`src/rtl/mem_req_arbiter_if.sv`:
```
`default_nettype none
// ============================================================================
// mem_req_arbiter_if : shared types plus the icache/dcache/memory bus bundle
//                      of the memory request arbiter.
// Revision: 1.0
// ============================================================================

package params_pkg;
  localparam int ADDR_WIDTH = 32;
  typedef enum logic [1:0] {
    SZ_BYTE = 2'd0,
    SZ_HALF = 2'd1,
    SZ_WORD = 2'd2,
    SZ_LINE = 2'd3
  } access_size_t;
endpackage

interface mem_req_arbiter_if #(
  parameter int ADDR_WIDTH = params_pkg::ADDR_WIDTH,
  parameter int DATA_WIDTH = 128
);
  logic                     ic_req_valid_i;
  logic [ADDR_WIDTH-1:0]    ic_addr_i;
  params_pkg::access_size_t ic_access_size_i;
  logic                     ic_req_ready_o;
  logic                     ic_resp_valid_o;
  logic [DATA_WIDTH-1:0]    ic_resp_data_o;

  logic                     dc_req_valid_i;
  logic                     dc_req_wr_i;
  logic [ADDR_WIDTH-1:0]    dc_addr_i;
  logic [DATA_WIDTH-1:0]    dc_wr_data_i;
  params_pkg::access_size_t dc_access_size_i;
  logic                     dc_req_ready_o;
  logic                     dc_resp_valid_o;
  logic [DATA_WIDTH-1:0]    dc_resp_data_o;
  logic                     dc_wr_done_o;

  logic                     rd_req_valid_o;
  logic                     wr_req_valid_o;
  logic                     req_is_instr_o;
  logic [ADDR_WIDTH-1:0]    address_o;
  logic [DATA_WIDTH-1:0]    wr_data_o;
  params_pkg::access_size_t access_size_o;
  logic                     data_valid_i;
  logic                     data_is_instr_i;
  logic [DATA_WIDTH-1:0]    data_i;
  logic                     timeout_o;

  // Arbiter side
  modport slave (
    input  ic_req_valid_i, ic_addr_i, ic_access_size_i,
    output ic_req_ready_o, ic_resp_valid_o, ic_resp_data_o,
    input  dc_req_valid_i, dc_req_wr_i, dc_addr_i, dc_wr_data_i, dc_access_size_i,
    output dc_req_ready_o, dc_resp_valid_o, dc_resp_data_o, dc_wr_done_o,
    output rd_req_valid_o, wr_req_valid_o, req_is_instr_o, address_o, wr_data_o,
    output access_size_o, timeout_o,
    input  data_valid_i, data_is_instr_i, data_i
  );

  // Cache and memory side
  modport master (
    output ic_req_valid_i, ic_addr_i, ic_access_size_i,
    input  ic_req_ready_o, ic_resp_valid_o, ic_resp_data_o,
    output dc_req_valid_i, dc_req_wr_i, dc_addr_i, dc_wr_data_i, dc_access_size_i,
    input  dc_req_ready_o, dc_resp_valid_o, dc_resp_data_o, dc_wr_done_o,
    input  rd_req_valid_o, wr_req_valid_o, req_is_instr_o, address_o, wr_data_o,
    input  access_size_o, timeout_o,
    output data_valid_i, data_is_instr_i, data_i
  );
endinterface

`default_nettype wire

```
`src/rtl/mem_req_arbiter.sv`:
```
`default_nettype none
// ============================================================================
// mem_req_arbiter : round-robin icache/dcache arbiter with a single request in
//                   flight, response routing by owner tag and read timeout.
// Revision: 1.0
// ============================================================================

module mem_req_arbiter #(
  parameter int ADDR_WIDTH = params_pkg::ADDR_WIDTH,
  parameter int DATA_WIDTH = 128,
  parameter int WR_LATENCY = 6,
  parameter int TIMEOUT    = 32
) (
  input  wire              clk_i,
  input  wire              rst_i,
  mem_req_arbiter_if.slave bus
);

  typedef enum logic [1:0] {
    S_IDLE    = 2'd0,
    S_ISSUE   = 2'd1,
    S_RD_WAIT = 2'd2,
    S_WR_WAIT = 2'd3
  } state_t;

  localparam int c_CNT_MAX = (TIMEOUT > WR_LATENCY) ? TIMEOUT : WR_LATENCY;
  localparam int c_CNT_W   = $clog2(c_CNT_MAX);
  localparam logic [c_CNT_W-1:0] c_RD_LAST = c_CNT_W'(TIMEOUT - 1);
  // The counter starts one cycle after issue, so the write-done decision
  // lands two counts short of WR_LATENCY to pulse at issue + WR_LATENCY.
  localparam logic [c_CNT_W-1:0] c_WR_LAST = c_CNT_W'(WR_LATENCY - 2);

  state_t                   r_state, w_next_state;
  logic [c_CNT_W-1:0]       r_cnt;
  logic                     r_owner_ic, r_is_wr, r_last_ic;
  logic                     w_grant_ic, w_grant_dc, w_hs_wr;
  logic                     w_match, w_rd_abort, w_wr_done;

  logic                     r_rd_req_valid, r_wr_req_valid, r_req_is_instr;
  logic [ADDR_WIDTH-1:0]    r_address;
  logic [DATA_WIDTH-1:0]    r_wr_data, r_ic_resp_data, r_dc_resp_data;
  params_pkg::access_size_t r_access_size;
  logic                     r_ic_resp_valid, r_dc_resp_valid, r_dc_wr_done, r_timeout;

  always_ff @(posedge clk_i or negedge rst_i) begin
    if (!rst_i) r_state <= S_IDLE;
    else        r_state <= w_next_state;
  end

  always_comb begin
    w_next_state = r_state;
    w_grant_ic   = 1'b0;
    w_grant_dc   = 1'b0;
    w_match      = 1'b0;
    w_rd_abort   = 1'b0;
    w_wr_done    = 1'b0;
    case (r_state)
      S_IDLE: begin
        // Ready is gated by reset so nothing is granted while it is held
        w_grant_ic = rst_i & bus.ic_req_valid_i & (~bus.dc_req_valid_i | ~r_last_ic);
        w_grant_dc = rst_i & bus.dc_req_valid_i & (~bus.ic_req_valid_i | r_last_ic);
        if (w_grant_ic | w_grant_dc) w_next_state = S_ISSUE;
      end
      S_ISSUE: w_next_state = r_is_wr ? S_WR_WAIT : S_RD_WAIT;
      S_RD_WAIT: begin
        w_match    = bus.data_valid_i & (bus.data_is_instr_i == r_owner_ic);
        w_rd_abort = ~w_match & (r_cnt == c_RD_LAST);
        if (w_match | w_rd_abort) w_next_state = S_IDLE;
      end
      S_WR_WAIT: begin
        w_wr_done = (r_cnt == c_WR_LAST);
        if (w_wr_done) w_next_state = S_IDLE;
      end
      default: w_next_state = S_IDLE;
    endcase
  end

  assign w_hs_wr = w_grant_dc & bus.dc_req_wr_i;

  always_ff @(posedge clk_i or negedge rst_i) begin
    if (!rst_i) begin
      r_cnt           <= '0;
      r_owner_ic      <= 1'b0;
      r_is_wr         <= 1'b0;
      r_last_ic       <= 1'b1;
      r_rd_req_valid  <= 1'b0;
      r_wr_req_valid  <= 1'b0;
      r_req_is_instr  <= 1'b0;
      r_address       <= '0;
      r_wr_data       <= '0;
      r_access_size   <= params_pkg::SZ_BYTE;
      r_ic_resp_valid <= 1'b0;
      r_ic_resp_data  <= '0;
      r_dc_resp_valid <= 1'b0;
      r_dc_resp_data  <= '0;
      r_dc_wr_done    <= 1'b0;
      r_timeout       <= 1'b0;
    end else begin
      // Memory request fields live only for the single ISSUE cycle
      r_rd_req_valid  <= 1'b0;
      r_wr_req_valid  <= 1'b0;
      r_req_is_instr  <= 1'b0;
      r_address       <= '0;
      r_wr_data       <= '0;
      r_access_size   <= params_pkg::SZ_BYTE;
      r_ic_resp_valid <= 1'b0;
      r_dc_resp_valid <= 1'b0;
      r_dc_wr_done    <= w_wr_done;
      r_timeout       <= w_rd_abort;

      if (w_grant_ic | w_grant_dc) begin
        r_owner_ic     <= w_grant_ic;
        r_is_wr        <= w_hs_wr;
        r_last_ic      <= w_grant_ic;
        r_rd_req_valid <= ~w_hs_wr;
        r_wr_req_valid <= w_hs_wr;
        r_req_is_instr <= w_grant_ic;
        r_address      <= w_grant_ic ? bus.ic_addr_i : bus.dc_addr_i;
        r_access_size  <= w_grant_ic ? bus.ic_access_size_i : bus.dc_access_size_i;
        r_wr_data      <= w_hs_wr ? bus.dc_wr_data_i : '0;
      end

      if (r_state == S_ISSUE) begin
        r_cnt <= '0;
      end else if (r_state == S_RD_WAIT || r_state == S_WR_WAIT) begin
        r_cnt <= r_cnt + c_CNT_W'(1);
      end

      if (w_match) begin
        if (r_owner_ic) begin
          r_ic_resp_valid <= 1'b1;
          r_ic_resp_data  <= bus.data_i;
        end else begin
          r_dc_resp_valid <= 1'b1;
          r_dc_resp_data  <= bus.data_i;
        end
      end
    end
  end

  assign bus.ic_req_ready_o  = w_grant_ic;
  assign bus.dc_req_ready_o  = w_grant_dc;
  assign bus.ic_resp_valid_o = r_ic_resp_valid;
  assign bus.ic_resp_data_o  = r_ic_resp_data;
  assign bus.dc_resp_valid_o = r_dc_resp_valid;
  assign bus.dc_resp_data_o  = r_dc_resp_data;
  assign bus.dc_wr_done_o    = r_dc_wr_done;
  assign bus.rd_req_valid_o  = r_rd_req_valid;
  assign bus.wr_req_valid_o  = r_wr_req_valid;
  assign bus.req_is_instr_o  = r_req_is_instr;
  assign bus.address_o       = r_address;
  assign bus.wr_data_o       = r_wr_data;
  assign bus.access_size_o   = r_access_size;
  assign bus.timeout_o       = r_timeout;

endmodule

`default_nettype wire

```
`src/flat_wrapper.sv`:
```
// flat-port wrapper written by rule: the top's interface ports become plain ports
module mem_req_arbiter_flat 
#(
  parameter int ADDR_WIDTH = params_pkg::ADDR_WIDTH,
  parameter int DATA_WIDTH = 128,
  parameter int WR_LATENCY = 6,
  parameter int TIMEOUT    = 32
)
  (clk_i, rst_i, bus_ic_req_valid_i, bus_ic_addr_i, bus_ic_access_size_i, bus_ic_req_ready_o, bus_ic_resp_valid_o, bus_ic_resp_data_o, bus_dc_req_valid_i, bus_dc_req_wr_i, bus_dc_addr_i, bus_dc_wr_data_i, bus_dc_access_size_i, bus_dc_req_ready_o, bus_dc_resp_valid_o, bus_dc_resp_data_o, bus_dc_wr_done_o, bus_rd_req_valid_o, bus_wr_req_valid_o, bus_req_is_instr_o, bus_address_o, bus_wr_data_o, bus_access_size_o, bus_timeout_o, bus_data_valid_i, bus_data_is_instr_i, bus_data_i);
  mem_req_arbiter_if #(.ADDR_WIDTH(ADDR_WIDTH), .DATA_WIDTH(DATA_WIDTH)) bus_i ();
  input  wire clk_i;
  input  wire rst_i;
  input wire logic [$bits(bus_i.ic_req_valid_i)-1:0] bus_ic_req_valid_i;
  input wire logic [$bits(bus_i.ic_addr_i)-1:0] bus_ic_addr_i;
  input wire logic [$bits(bus_i.ic_access_size_i)-1:0] bus_ic_access_size_i;
  output wire logic [$bits(bus_i.ic_req_ready_o)-1:0] bus_ic_req_ready_o;
  output wire logic [$bits(bus_i.ic_resp_valid_o)-1:0] bus_ic_resp_valid_o;
  output wire logic [$bits(bus_i.ic_resp_data_o)-1:0] bus_ic_resp_data_o;
  input wire logic [$bits(bus_i.dc_req_valid_i)-1:0] bus_dc_req_valid_i;
  input wire logic [$bits(bus_i.dc_req_wr_i)-1:0] bus_dc_req_wr_i;
  input wire logic [$bits(bus_i.dc_addr_i)-1:0] bus_dc_addr_i;
  input wire logic [$bits(bus_i.dc_wr_data_i)-1:0] bus_dc_wr_data_i;
  input wire logic [$bits(bus_i.dc_access_size_i)-1:0] bus_dc_access_size_i;
  output wire logic [$bits(bus_i.dc_req_ready_o)-1:0] bus_dc_req_ready_o;
  output wire logic [$bits(bus_i.dc_resp_valid_o)-1:0] bus_dc_resp_valid_o;
  output wire logic [$bits(bus_i.dc_resp_data_o)-1:0] bus_dc_resp_data_o;
  output wire logic [$bits(bus_i.dc_wr_done_o)-1:0] bus_dc_wr_done_o;
  output wire logic [$bits(bus_i.rd_req_valid_o)-1:0] bus_rd_req_valid_o;
  output wire logic [$bits(bus_i.wr_req_valid_o)-1:0] bus_wr_req_valid_o;
  output wire logic [$bits(bus_i.req_is_instr_o)-1:0] bus_req_is_instr_o;
  output wire logic [$bits(bus_i.address_o)-1:0] bus_address_o;
  output wire logic [$bits(bus_i.wr_data_o)-1:0] bus_wr_data_o;
  output wire logic [$bits(bus_i.access_size_o)-1:0] bus_access_size_o;
  output wire logic [$bits(bus_i.timeout_o)-1:0] bus_timeout_o;
  input wire logic [$bits(bus_i.data_valid_i)-1:0] bus_data_valid_i;
  input wire logic [$bits(bus_i.data_is_instr_i)-1:0] bus_data_is_instr_i;
  input wire logic [$bits(bus_i.data_i)-1:0] bus_data_i;
  assign bus_i.ic_req_valid_i = bus_ic_req_valid_i;
  assign bus_i.ic_addr_i = bus_ic_addr_i;
  assign bus_i.ic_access_size_i = bus_ic_access_size_i;
  assign bus_ic_req_ready_o = bus_i.ic_req_ready_o;
  assign bus_ic_resp_valid_o = bus_i.ic_resp_valid_o;
  assign bus_ic_resp_data_o = bus_i.ic_resp_data_o;
  assign bus_i.dc_req_valid_i = bus_dc_req_valid_i;
  assign bus_i.dc_req_wr_i = bus_dc_req_wr_i;
  assign bus_i.dc_addr_i = bus_dc_addr_i;
  assign bus_i.dc_wr_data_i = bus_dc_wr_data_i;
  assign bus_i.dc_access_size_i = bus_dc_access_size_i;
  assign bus_dc_req_ready_o = bus_i.dc_req_ready_o;
  assign bus_dc_resp_valid_o = bus_i.dc_resp_valid_o;
  assign bus_dc_resp_data_o = bus_i.dc_resp_data_o;
  assign bus_dc_wr_done_o = bus_i.dc_wr_done_o;
  assign bus_rd_req_valid_o = bus_i.rd_req_valid_o;
  assign bus_wr_req_valid_o = bus_i.wr_req_valid_o;
  assign bus_req_is_instr_o = bus_i.req_is_instr_o;
  assign bus_address_o = bus_i.address_o;
  assign bus_wr_data_o = bus_i.wr_data_o;
  assign bus_access_size_o = bus_i.access_size_o;
  assign bus_timeout_o = bus_i.timeout_o;
  assign bus_i.data_valid_i = bus_data_valid_i;
  assign bus_i.data_is_instr_i = bus_data_is_instr_i;
  assign bus_i.data_i = bus_data_i;
  mem_req_arbiter #(.ADDR_WIDTH(ADDR_WIDTH), .DATA_WIDTH(DATA_WIDTH), .WR_LATENCY(WR_LATENCY), .TIMEOUT(TIMEOUT)) u_core (.clk_i(clk_i), .rst_i(rst_i), .bus(bus_i));
endmodule
```
`config.mk`:
```
export PLATFORM = sky130hd
export DESIGN_NAME = mem_req_arbiter_flat
export DESIGN_NICKNAME = d
export VERILOG_FILES = /design/src/rtl/mem_req_arbiter_if.sv /design/src/rtl/mem_req_arbiter.sv /design/src/flat_wrapper.sv
export SDC_FILE = /design/constraint.sdc
export NUM_CORES = 1
export LEC_CHECK = 0
export CORE_AREA = 4 4 295 297
export CTS_CLUSTER_DIAMETER = 80
export DETAILED_ROUTE_END_ITERATION = 6
export DIE_AREA = 0 0 299 301
export PLACE_DENSITY_LB_ADDON = 0.3
export SLEW_MARGIN = 0
export SYNTH_ARGS = -nofsm -noshare
export SYNTH_HDL_FRONTEND = slang
export SYNTH_SLANG_ARGS = --single-unit
```
`constraint.sdc`:
```
create_clock -name clk_i -period 2.71 [get_ports clk_i]
set_input_delay 0.542 -clock clk_i [delete_from_list [all_inputs] [get_ports clk_i]]
set_output_delay 0.542 -clock clk_i [all_outputs]
set_load 0.01 [all_outputs]
```
==> impl_metrics.csv, run 1 <==
group,metric,value,unit
yosys,ys_seq_area_frac,0.695,
hold_path,hold_path.class,"reg2reg",
clock_tree,clk_pin_slew,0.06,ns
layout,final_cell_mix,"clkdlybuf4s50_1 (754), dfrtp_1 (433), mux2_2 (244)",
power,p_int,19000,uW
layout,fillers,8454,
routing,vias_per_cell,3.71,
layout,drive_gt1_frac,0.219,
clock_tree,cts_inserted_buffers,54,
place,place_ws,0.255,ns
power,cellPowerDensity,996,mW/mm^2
place,place_congestion,0.818,
routing,dr.pass1.iters,4,
floorplanning,die-area,0.0900,mm^2
timing,setup_ws,0.220,ns
clock_tree,clockBufferDepth,3,
yosys,syn_inst,948,
critical_path,critPathLaunchType,"register",
critical_path,arrival,1.95,ns
floorplanning,initial_utilization,0.185,
routing,drt-total-wl,56300,um
timing,hold_viol_final,0,
critical_path,crit_type,"reg2out",
layout,final_common_cell,"clkdlybuf4s50_1",
grt,grt-ovfl-total,0,
critical_path,cp_data_required_time,2.17,ns
yosys,syn_avg_cell_area,16.5,um^2
layout,stdcell_count,2938,
routing,vias,10900,
floorplanning,num_rows,107,
power,seq_power_share,0.370,
timing,finClkSkew,0.0211,ns
power,leakage,0.0113,uW
yosys,ys_warn_count,0,
place,dp_hpwl,43500,um
clock_tree,cts_tree,"built",
timing,slew_headroom,0.268,
routing,postRouteAntennaNets,0,
grt,grt_start_max_net_pins,165,
power,pwr-share-clk,0.283,
clock_tree,worstSkewPairLatency,0.57,ns
floorplanning,coreArea,0.0846,mm^2
power,netSwitchingFraction,0.282,
power,irDropWorstVdd,0.537,mV
power,power,26500,uW
timing,fin_crit_sh,0.919,
layout,multi_input_area,0.00434,mm^2
place,port_buffers,757,
yosys,synth_nets,1282,
timing,setup_violations,0,
floorplanning,die_h,301,um
floorplanning,ios,758,
power,pwr-share-comb,0.347,
layout,syn_to_final_growth,69.6,%
timing,rsz0062_at_grt,"false",
clock_tree,cts_sinks,435,
run,cap_viol_max_count,0,
grt,grt_pass1_vias,12100,
timing,drv_slew,0,
routing,drcViolationCount,0,
place,dp.cells,2835,
grt,antenna_found_initial,11,
outcome,status,"completed",
power,switchingPower,7460,uW
layout,fin_nets,2082,
layout,register_area,0.0109,mm^2
yosys,mappedNetlistArea,0.0157,mm^2
yosys,synth_cell_type_count,36,
timing,final.setup.tns,0,ns
grt,grt_usage,0.120,
timing,clock.fmax,402,MHz
critical_path,end_kind,"output pin",
clock_tree,cts_htree_levels,2,
timing,finalCriticalPeriod,2.49,ns
routing,wire_per_inst,19.2,um
timing,worst_pin_slew,1.10,ns
clock_tree,ctsRootBufferMaster,"clkbuf_16",
grt,grt_pass1_wl,81500,um
routing,drt_iter0_markers,361,
critical_path,critPathMaxFanout,7,
yosys,ys_seq_elements,435,
floorplanning,die_w,299,um
-- worst max-delay path, cell delays in order, from the launching register on --
cell           delay, ns
dfrtp_2             0.45
nor3b_2             0.21
buf_4               0.16
nand3_1             0.13
inv_2               0.12
dlygate4sd2_1       0.29
-- flip-flops by register name (all words and copies together) (netlist names), 2 cells and up --
register / cells
u_core.bus.address_o: 32
u_core.r_state: 2
u_core.bus.wr_data_o: 128
u_core.r_cnt: 5
u_core.bus.dc_resp_data_o: 128
u_core.bus.access_size_o: 2
u_core.bus.ic_resp_data_o: 128
-- routing by layer --
layer,vias to the layer above,GRT usage,share of wire
met5,-,0,0.0015
met4,12,0.0416,0.034
met3,110,0.0476,0.092
met2,488,0.217,0.52
met1,5413,0.125,0.35
li1,4866,-,-
-- path summary, 6_finish.rpt --
kind                                   startpoint                        endpoint  slack, ns  depth (start not counted)
max in group asynchronous                   rst_i  u_core.bus.dc_resp_data_o[126]       0.74                          4
worst min-delay path               u_core.r_is_wr                  u_core.r_is_wr       0.48                          1
worst min register to register     u_core.r_is_wr                  u_core.r_is_wr       0.48                          1
min in group asynchronous                   rst_i  u_core.bus.dc_resp_data_o[116]       0.64                          3
worst max register to register  u_core.r_state[1]   u_core.bus.dc_resp_data_o[90]       0.86                          6
worst max-delay path            u_core.r_state[0]              bus_dc_req_ready_o       0.22                          5
-- through the flow --
stage | instance area, um^2 | util | hold WS, ns
after floorplan | 15700 | - | 0.246
after global placement | 24700 | 0.291 | 0.463
after detailed placement | 24700 | 0.291 | 0.476
after CTS | 26600 | 0.314 | 0.449
after global routing | 26600 | 0.314 | 0.474
final | 26600 | 0.314 | 0.481
-- cell type report --
type,count,share of cell area
clock buffer,74,0.0594
antenna,4,0.000377
sequential,435,0.410
timing repair buffer,794,0.301
multi-input combinational,459,0.163
tap,1144,0.0539
inverter,4,0.000565
clock inverter,24,0.0117
-- cell families (layout without fill, tap and decap cells) --
kind of cell | after synthesis | after routing | synth area share
AOI/OAI and AO/OA | 47 | 47 | 0.0250
xor gates and xnor gates | 2 | 2 | 0.00112
adders and majority gates | 3 | 3 | 0.00240
buffers and inverters | 54 | 896 | 0.0281
DFF | 435 | 435 | 0.695
muxes | 257 | 257 | 0.187
other | 0 | 4 | 0
and+or+nand+nor | 150 | 150 | 0.0613
-- cell usage after synthesis --
master    count  area (um^2)
inv_1         3         11.3
xor2_1        1         8.76
inv_2         1         3.75
nor2_4        1         11.3
and4_4        1         11.3
nor3_4        1         16.3
a22o_1       36          315
clkbuf_2     10         50.1
o22ai_1       1         6.26
buf_6        26          293
dfstp_2       1         26.3
mux2_2      244         2750
and3_1        3         18.8
buf_4         6         45.0
nand3b_4      1         20.0
o21bai_1      1         7.51
buf_2         6         30.0
nand2_1       5         18.8
nor3b_2       1         12.5
o31ai_1       2         15.0
a21oi_1       1         5.00
nor2_1        2         7.51
nor2b_1       2         12.5
and2_1      128          801
mux2_1        3         33.8
o21ai_0       2         10.0
mux2_4       10          150
a21o_1        3         22.5
a21bo_2       1         10.0
clkbuf_1      2         7.51
nand2b_1      2         12.5
nor4b_1       1         8.76
ha_1          3         37.5
xnor2_1       1         8.76
nand3_1       2         10.0
dfrtp_1     434        10900
-- power by group through the flow --
stage | clock [uW] | sequential, uW | combinational (uW)
after CTS | 7790 | 9830 | 9360
after global placement | 0 | 9860 | 9230
after floorplan | 0 | 10700 | 2540
after detailed placement | 0 | 9920 | 9340
after global routing | 8060 | 10100 | 9730
final | 7490 | 9790 | 9180
-- repair_timing --
action                                  4_1_cts  5_1_grt
hold endpoints to repair                     59        0
hold buffers                                  1        0
setup buffers                                 0        0
resized for setup                             3        0
endpoints found under the setup margin        2        0
Note: power is estimated with default switching activity, not from simulation.
==> run 2: changes to the inputs <==
--- a/config.mk
+++ b/config.mk
@@ -9,6 +9,7 @@
 export CTS_CLUSTER_DIAMETER = 80
 export DETAILED_ROUTE_END_ITERATION = 6
 export DIE_AREA = 0 0 299 301
+export GPL_ROUTABILITY_DRIVEN = 0
 export PLACE_DENSITY_LB_ADDON = 0.3
 export SLEW_MARGIN = 0
 export SYNTH_ARGS = -nofsm -noshare
==> results of run 2 <==
Final layout, timing and power as in run 1 (identical DEF).
==> run 3: changes to the inputs <==
--- a/config.mk
+++ b/config.mk
@@ -5,11 +5,13 @@
 export SDC_FILE = /design/constraint.sdc
 export NUM_CORES = 1
 export LEC_CHECK = 0
-export CORE_AREA = 4 4 295 297
+export CORE_AREA = 2 2 293 295
 export CTS_CLUSTER_DIAMETER = 80
+export CTS_CLUSTER_SIZE = 12
 export DETAILED_ROUTE_END_ITERATION = 6
-export DIE_AREA = 0 0 299 301
+export DIE_AREA = 0 0 295 297
 export GPL_ROUTABILITY_DRIVEN = 0
+export GPL_TIMING_DRIVEN = 1
 export PLACE_DENSITY_LB_ADDON = 0.3
 export SLEW_MARGIN = 0
 export SYNTH_ARGS = -nofsm -noshare
==> run 3 against run 2 <==
Via count down 1.6%. Critical endpoint unchanged. Register-to-register slack lost 0.07 ns. Clock-buffer cell count decreased by 23. Highest routed layer unchanged.
==> impl_metrics.csv, run 3 (synthesis gave the netlist of run 1 again) <==
group,metric,value,unit
hold_path,hold_path.class,"reg2reg",
routing,wire_per_inst,19.1,um
grt,grt_start_max_net_pins,161,
clock_tree,ctsRootBufferMaster,"clkbuf_16",
timing,fin_crit_sh,0.939,
power,netSwitchingFraction,0.293,
timing,hold_viol_final,0,
timing,rsz0062_at_grt,"false",
timing,drv_slew,0,
layout,fin_nets,2069,
floorplanning,initial_utilization,0.185,
critical_path,crit_type,"reg2out",
clock_tree,clockBufferDepth,3,
power,switchingPower,7250,uW
outcome,status,"completed",
critical_path,cp_data_required_time,2.17,ns
floorplanning,ios,758,
timing,finalCriticalPeriod,2.54,ns
power,pwr-share-clk,0.235,
critical_path,crit_path_cell_trace,"nor3b_4 -> buf_4 -> nand3_2 -> inv_2 -> dlygate4sd2_1",
routing,drcViolationCount,0,
layout,drive_gt1_frac,0.202,
grt,grt_usage,0.123,
routing,drt_iter0_markers,221,
timing,worst_pin_slew,1.17,ns
clock_tree,clk_pin_slew,0.06,ns
routing,postRouteAntennaNets,0,
place,port_buffers,757,
timing,clock.fmax,393,MHz
layout,final_cell_mix,"clkdlybuf4s50_1 (754), dfrtp_1 (433), mux2_2 (244)",
clock_tree,cts_inserted_buffers,45,
grt,grt-ovfl-total,0,
place,dp_hpwl,41800,um
clock_tree,worstSkewPairLatency,0.60,ns
layout,syn_to_final_growth,65.8,%
grt,grt_pass1_wl,80500,um
grt,antenna_found_initial,10,
power,pwr-share-comb,0.371,
critical_path,critPathLaunchType,"register",
routing,dr.pass1.iters,4,
routing,vias,10700,
critical_path,end_kind,"output pin",
clock_tree,cts_htree_levels,2,
critical_path,arrival,2.00,ns
timing,finClkSkew,0.0210,ns
power,seq_power_share,0.395,
power,cellPowerDensity,952,mW/mm^2
critical_path,critPathSlowestCell,"dfrtp_2",
timing,setup_violations,0,
timing,slew_headroom,0.221,
clock_tree,cts_tree,"built",
power,p_int,17500,uW
critical_path,critPathMaxFanout,7,
power,irDropWorstVdd,0.402,mV
grt,grt_pass1_vias,12000,
run,cap_viol_max_count,0,
routing,vias_per_cell,3.70,
power,leakage,0.0110,uW
floorplanning,die-area,0.0876,mm^2
routing,drt-total-wl,55200,um
floorplanning,coreArea,0.0845,mm^2
timing,final.setup.tns,0,ns
clock_tree,cts_sinks,435,
floorplanning,die_h,297,um
floorplanning,num_rows,107,
critical_path,slowest_delay,0.47,ns
layout,final_common_cell,"clkdlybuf4s50_1",
timing,hold_ws,0.479,ns
floorplanning,die_w,295,um
-- run 3: critical path, delay by kind of cell (launching register included) --
| family | cells | cell delay, ns |
|---|---|---|
| buffers and inverters | 3 | 0.56 |
| DFF | 1 | 0.47 |
| and+or+nand+nor | 2 | 0.38 |
-- run 3: cell type report --
type                    instances  area (um^2)
clock buffers                  51         1150
flip-flops and latches        435        10900
fillers                      8424        58500
multi-input cells             459         4360
well taps                    1144         1430
clock inverters                10          149
repair buffers                790         7990
diodes                          1         2.50
inverters                       4         15.0
-- run 3: stage by stage --
stage	instance area, um^2	setup slack, ns	util	power, uW	std cells
after floorplan	15700	0.966	-	13300	948
after global placement	24600	0.0812	0.292	19000	2830
after detailed placement	24600	0.121	0.292	19200	2830
after CTS	26000	0.0842	0.308	25300	2893
after global routing	26000	0.0576	0.308	26100	2893
final	26000	0.165	0.308	24700	2894
-- run 3: what timing repair did --
action	in CTS	in global routing
endpoints found under the hold margin	42	0
setup endpoints to repair	2	0
gates resized for setup	6	0
hold buffers	1	0
buffers inserted	1	0
-- run 3: final timing paths --
check	start	endpoint	slack, ns	cells after the start
max	u_core.r_state[0]	bus_dc_req_ready_o	0.17	5
min	u_core.r_is_wr	u_core.r_is_wr	0.48	1
max reg2reg	u_core.r_state[1]	u_core.bus.dc_resp_data_o[56]	0.79	6
min reg2reg	u_core.r_is_wr	u_core.r_is_wr	0.48	1
max in group asynchronous	rst_i	u_core.bus.dc_resp_data_o[82]	0.74	4
min in group asynchronous	rst_i	u_core.bus.ic_resp_data_o[102]	0.65	3
-- run 3: power by group through the flow --
stage | Sequential [uW] | Combinational (uW) | Clock (uW)
after floorplan | 10700 | 2540 | 0
after global placement | 9810 | 9220 | 0
after detailed placement | 9900 | 9300 | 0
after CTS | 9810 | 9340 | 6120
after global routing | 10000 | 9720 | 6340
final | 9760 | 9170 | 5800
-- run 3: layer usage --
| layer | track usage | up-vias | share of wire |
|---|---|---|---|
| met3 | 0.0453 | 109 | 0.085 |
| li1 | - | 4793 | - |
| met2 | 0.221 | 450 | 0.51 |
| met5 | 0 | - | 0.0018 |
| met4 | 0.0476 | 16 | 0.039 |
| met1 | 0.128 | 5345 | 0.36 |
